## src/rtl/y1_0_drv.sv

```systemverilog
// y1_0_drv: issues 16-bit stimulus vectors (exhaustive sweep or LFSR walk),
// realigns the device's delayed match bit and tallies hits for one run.
module y1_0_drv #(
  parameter int RESP_LAT = 1,
  parameter int NUM_VEC  = 1024
) (
  input  logic        clk,
  input  logic        rst,
  input  logic        start,
  input  logic        mode,
  input  logic [15:0] seed,
  output logic [15:0] vec,
  output logic        vec_valid,
  input  logic        resp,
  output logic        busy,
  output logic        done,
  output logic [16:0] hit_cnt,
  output logic [15:0] first_hit,
  output logic        found
);

  typedef enum logic [1:0] {
    IDLE  = 2'd0,
    RUN   = 2'd1,
    DRAIN = 2'd2,
    DONE  = 2'd3
  } state_t;

  state_t      state_q, state_d;
  logic        mode_q, mode_d;
  logic [15:0] vec_q, vec_d;
  logic [15:0] idx_q, idx_d;
  logic [2:0]  drain_q, drain_d;
  logic [16:0] hit_q, hit_d;
  logic [15:0] first_q, first_d;
  logic        found_q, found_d;

  logic        run_w;
  logic        last_vec;
  logic [15:0] lfsr_next;
  logic [15:0] seed_fix;
  logic [15:0] dly_vec;
  logic        dly_valid;

  assign run_w     = (state_q == RUN);
  assign lfsr_next = {vec_q[14:0], vec_q[15] ^ vec_q[13] ^ vec_q[12] ^ vec_q[10]};
  // An all-zero LFSR state would lock up, so a zero seed starts at 1.
  assign seed_fix  = (seed == 16'h0000) ? 16'h0001 : seed;
  assign last_vec  = mode_q ? (idx_q == 16'(NUM_VEC - 1)) : (vec_q == 16'hFFFF);

  // Delay line pairs each issued vector with the resp that arrives RESP_LAT later.
  generate
    if (RESP_LAT == 0) begin : g_no_dly
      assign dly_vec   = vec_q;
      assign dly_valid = run_w;
    end else begin : g_dly
      logic [15:0] dl_vec_q [RESP_LAT];
      logic        dl_val_q [RESP_LAT];

      always_ff @(posedge clk) begin
        if (rst) begin
          for (int i = 0; i < RESP_LAT; i++) begin
            dl_vec_q[i] <= 16'h0000;
            dl_val_q[i] <= 1'b0;
          end
        end else begin
          dl_vec_q[0] <= vec_q;
          dl_val_q[0] <= run_w;
          for (int i = 1; i < RESP_LAT; i++) begin
            dl_vec_q[i] <= dl_vec_q[i-1];
            dl_val_q[i] <= dl_val_q[i-1];
          end
        end
      end

      assign dly_vec   = dl_vec_q[RESP_LAT-1];
      assign dly_valid = dl_val_q[RESP_LAT-1];
    end
  endgenerate

  always_comb begin
    state_d = state_q;
    mode_d  = mode_q;
    vec_d   = vec_q;
    idx_d   = idx_q;
    drain_d = drain_q;
    hit_d   = hit_q;
    first_d = first_q;
    found_d = found_q;

    // The last delayed sample lands on the same edge that leaves DRAIN/RUN.
    if (dly_valid && resp) begin
      hit_d = hit_q + 17'd1;
      if (!found_q) begin
        first_d = dly_vec;
        found_d = 1'b1;
      end
    end

    case (state_q)
      IDLE: begin
        if (start) begin
          mode_d  = mode;
          vec_d   = mode ? seed_fix : 16'h0000;
          idx_d   = 16'h0000;
          hit_d   = 17'd0;
          first_d = 16'h0000;
          found_d = 1'b0;
          state_d = RUN;
        end
      end
      RUN: begin
        if (last_vec) begin
          if (RESP_LAT == 0) begin
            state_d = DONE;
          end else begin
            state_d = DRAIN;
            drain_d = 3'(RESP_LAT - 1);
          end
        end else begin
          vec_d = mode_q ? lfsr_next : (vec_q + 16'd1);
          idx_d = idx_q + 16'd1;
        end
      end
      DRAIN: begin
        if (drain_q == 3'd0) begin
          state_d = DONE;
        end else begin
          drain_d = drain_q - 3'd1;
        end
      end
      DONE: begin
        state_d = IDLE;
      end
      default: begin
        state_d = IDLE;
      end
    endcase
  end

  always_ff @(posedge clk) begin
    if (rst) begin
      state_q <= IDLE;
      mode_q  <= 1'b0;
      vec_q   <= 16'h0000;
      idx_q   <= 16'h0000;
      drain_q <= 3'd0;
      hit_q   <= 17'd0;
      first_q <= 16'h0000;
      found_q <= 1'b0;
    end else begin
      state_q <= state_d;
      mode_q  <= mode_d;
      vec_q   <= vec_d;
      idx_q   <= idx_d;
      drain_q <= drain_d;
      hit_q   <= hit_d;
      first_q <= first_d;
      found_q <= found_d;
    end
  end

  assign vec       = vec_q;
  assign vec_valid = run_w;
  assign busy      = (state_q == RUN) || (state_q == DRAIN);
  assign done      = (state_q == DONE);
  assign hit_cnt   = hit_q;
  assign first_hit = first_q;
  assign found     = found_q;

endmodule

```

## config.mk

```make
export PLATFORM = sky130hd
export DESIGN_NAME = y1_0_drv
export DESIGN_NICKNAME = d
export VERILOG_FILES = /design/src/rtl/y1_0_drv.sv
export SDC_FILE = /design/constraint.sdc
export NUM_CORES = 1
export LEC_CHECK = 0
export ABC_AREA = 1
export BUFFER_PORTS_ARGS = -buffer_cell sky130_fd_sc_hd__buf_2
export CAP_MARGIN = 10
export CORE_MARGIN = 2
export CORE_UTILIZATION = 40
export DETAILED_ROUTE_END_ITERATION = 16
export GPL_ROUTABILITY_DRIVEN = 0
export GPL_TIMING_DRIVEN = 0
export MAX_ROUTING_LAYER = met4
export PLACE_DENSITY_LB_ADDON = 0.08
export SETUP_SLACK_MARGIN = 0.3
export SLEW_MARGIN = 20
export SYNTH_ARGS = -nofsm -noshare
export SYNTH_HDL_FRONTEND = slang
export SYNTH_SLANG_ARGS = --single-unit
```

## constraint.sdc

```tcl
create_clock -name clk -period 1.53 [get_ports clk]
set_input_delay 0.0765 -clock clk [delete_from_list [all_inputs] [get_ports clk]]
set_output_delay 0.0765 -clock clk [all_outputs]
set_load 0.05 [all_outputs]
```

==> out/results.ini <==
[die]
dieArea_sq_um = 12500
start_util = 0.409
die_h_um = 112
pin_count = 74
core_area_sq_um = 11400
fp-row-count = 39
fp.dieW_um = 112

[final_layout]
nets = 874
fillers = 1039
regArea_sq_um = 1870
final_area_sq_um = 6920
area_growth_pct = 48.8
multi_input_area_sq_um = 3190
drive_gt1_frac = 0.392
antenna_cells = 0

[detailed_routing]
drtPass1Iterations = 4
wl_met1_mm = 6.72
drc = 0
highest_layer = met4
routed_via_density = 5.17
wl_met2_mm = 6.92
drtIter0Drc = 453
vias = 5133
ant_nets = 0
wire_per_inst_um = 15.0
drt_wl_total_mm = 14.9
dr_wl_met3_um = 866

[flow_run]
maxCapViolCount = 0

[setup_path]
slowest_delay_ns = 0.43
r2r_setup_slack_ns = -0.13
required_ns = 1.81
slowest_stage = dfxtp_1
path_class = reg -> reg
path_delay_family = simple AND/OR/NAND/NOR gates
path_cells = nand2_1 -> nor2_2 -> nand2_2 -> nor2_4 -> nand2_2 -> nand3_4 -> nand2_8 -> nand2_8 -> buf_8 -> nand2_2 -> a21oi_2
cp.arrival_ns = 1.94
crit_buf_inv = 1
critPathMaxFanout = 6
end_kind = register
start_kind = register
crit_path_frequent_cell = nand2_2

[power]
power_density_nw_per_um2 = 1820
finalPower_uw = 12600
vdd_ir_drop_max_v = 0.00178
p_leak_uw = 0.00302

[synth]
synthDistinctLibCells = 35
synth_nets = 742
ys_seq_area_frac = 0.383
syn_avg_cell_area_sq_um = 6.53
synthCells = 712
netlist.area_leader.share = 0.383
ys_seq_elements = 89
synth_top_cell_by_area = dfxtp_1
synthTopCellsByArea = dfxtp_1 38%, nand2_1 14%, nor2_1 11%
ys_warn_count = 0
synth_edf_count = 0
ys_async_sr_fraction = 0
synth.cell_area_sq_um = 4650
synthFlopType = dfxtp_1

[timing]
finalClockSkew_ns = 0.00789
hold_viol = 0
rsz0062_at_grt = true
period_share = 1.09
worst_slew_pin_slew_ns = 0.629
setup_viol = 36
fmaxAchievable_mhz = 601
worst_slack_ns = -0.133
relSlewSlack = 0.580
period_needed_ns = 1.66
final-max-slew-violation-count = 0

[grt]
antenna_found_initial = 0
first_global_vias = 4707
groute.usage.overall = 0.232
grt_pass1_wl_mm = 22.9
grt_overflow = 0
grt_start_max_net_pins = 16

[place]
place_area_sq_um = 5480
dp_hpwl_mm = 9.89
port_buffers = 73

[clock_network]
clkTransAtPathRegs_ns = 0.07
root_buffer = clkbuf_16
cts.sinks = 89
cts_buffers = 9
cts_tree = done
clk_path_buf_depth = 2
htree_num_levels = 3
clock_latency_ns = 0.35

[outcome]
failed_checks = negative setup slack
status = finished, violations left

[hold_path]
hold_path.class = in -> reg

==> flip-flops by register name, indices dropped and copies added (netlist names) <==
| name | cells |
|---|---|
| drain_q | 3 |
| first_hit | 16 |
| found | 1 |
| g_dly.dl_val_q | 1 |
| g_dly.dl_vec_q | 16 |
| hit_cnt | 17 |
| idx_q | 16 |
| mode_q | 1 |
| state_q | 2 |
| vec | 16 |
==> metal layers <==
layer,track usage,vias to the layer above
met5,-,-
met4,0.0955,0
met3,0.0386,30
met2,0.356,174
met1,0.306,2364
li1,-,2565
==> logic make-up after synthesis <==
| kind of cell | count (synthesis) | synth area share |
|---|---|---|
| AO/OA/AOI/OAI | 83 | 0.0944 |
| AND/OR/NAND/NOR | 432 | 0.399 |
| flip-flops | 89 | 0.383 |
| XOR/XNOR | 11 | 0.0207 |
| adder cells (fa/ha/maj) | 9 | 0.0242 |
| buffers and inverters | 88 | 0.0783 |
==> Yosys cell counts, types with 2 or more instances <==
| cell type | instances |
|---|---|
| a21boi_0 | 4 |
| a21oi_1 | 54 |
| a22oi_1 | 3 |
| buf_2 | 4 |
| buf_6 | 2 |
| clkbuf_1 | 16 |
| dfxtp_1 | 89 |
| ha_1 | 9 |
| inv_1 | 62 |
| nand2_1 | 174 |
| nand2_2 | 3 |
| nand3_1 | 64 |
| nand4_1 | 12 |
| nor2_1 | 132 |
| nor2_2 | 4 |
| nor3_1 | 32 |
| o21ai_0 | 19 |
| or2_2 | 3 |
| xnor2_1 | 2 |
| xor2_1 | 9 |
==> through the flow <==
stage	hold slack (ns)	setup TNS (ns)	instances	util	worst slack, ns
after floorplan	0.158	-0.970	712	-	-0.0590
after global placement	0.340	-7.69	928	0.482	-0.284
after detailed placement	0.335	-8.83	928	0.482	-0.312
after CTS	0.0182	-2.66	970	0.544	-0.105
after global routing	0.0483	-7.51	992	0.609	-0.248
final	0.0229	-2.84	992	0.609	-0.133
==> cell usage in the layout, fill, tap and decap left out, drive strengths merged, types with 4 or more instances in the layout <==
| cell | n |
|---|---|
| a21oi | 55 |
| nand2 | 179 |
| xor2 | 9 |
| buf | 130 |
| inv | 63 |
| nor3 | 32 |
| dfxtp | 89 |
| clkinv | 5 |
| a21boi | 4 |
| o21ai | 19 |
| nand4 | 12 |
| nand3 | 66 |
| clkbuf | 25 |
| nor2 | 137 |
| ha | 9 |
==> report_power, final <==
| group | switching [uW] | internal (uW) |
|---|---|---|
| logic | 4320 | 2570 |
| clock network | 963 | 1250 |
| registers | 630 | 2870 |
| total | 5920 | 6690 |
==> final timing paths <==
| kind | startpoint | to | depth (start not counted) |
|---|---|---|---|
| min | mode | mode_q | 3 |
| max | idx_q[6] | idx_q[9] | 11 |
| max reg2reg | idx_q[6] | idx_q[9] | 11 |
| min reg2reg | drain_q[0] | drain_q[0] | 2 |
==> cell type report <==
| type | count | share of cell area |
|---|---|---|
| buffer | 24 | 0.0315 |
| inverter | 64 | 0.0380 |
| sequential | 89 | 0.270 |
| timing repair buffer | 121 | 0.130 |
| clock buffer | 11 | 0.0381 |
| tap | 143 | 0.0258 |
| clock inverter | 5 | 0.00506 |
| multi-input combinational | 535 | 0.461 |
==> what timing repair did <==
| action | 4_1_cts | 5_1_grt |
|---|---|---|
| hold buffers | 1 | 0 |
| endpoints found under the setup margin | 75 | 74 |
| pin swaps | 11 | 50 |
| resized for setup | 52 | 148 |
| hold endpoints to repair | 1 | 0 |
| buffers inserted | 24 | 18 |
| gates cloned | 1 | 4 |
==> worst reg2reg max path, stage by stage (launching register included) <==
cell and delay, ns:
dfxtp_1 0.43, nand2_1 0.09, nor2_2 0.16, nand2_2 0.09
nor2_4 0.10, nand2_2 0.07, nand3_4 0.10, nand2_8 0.09
nand2_8 0.12, buf_8 0.15, nand2_2 0.06, a21oi_2 0.13
No activity file was read; power rests on OpenSTA's default activity.
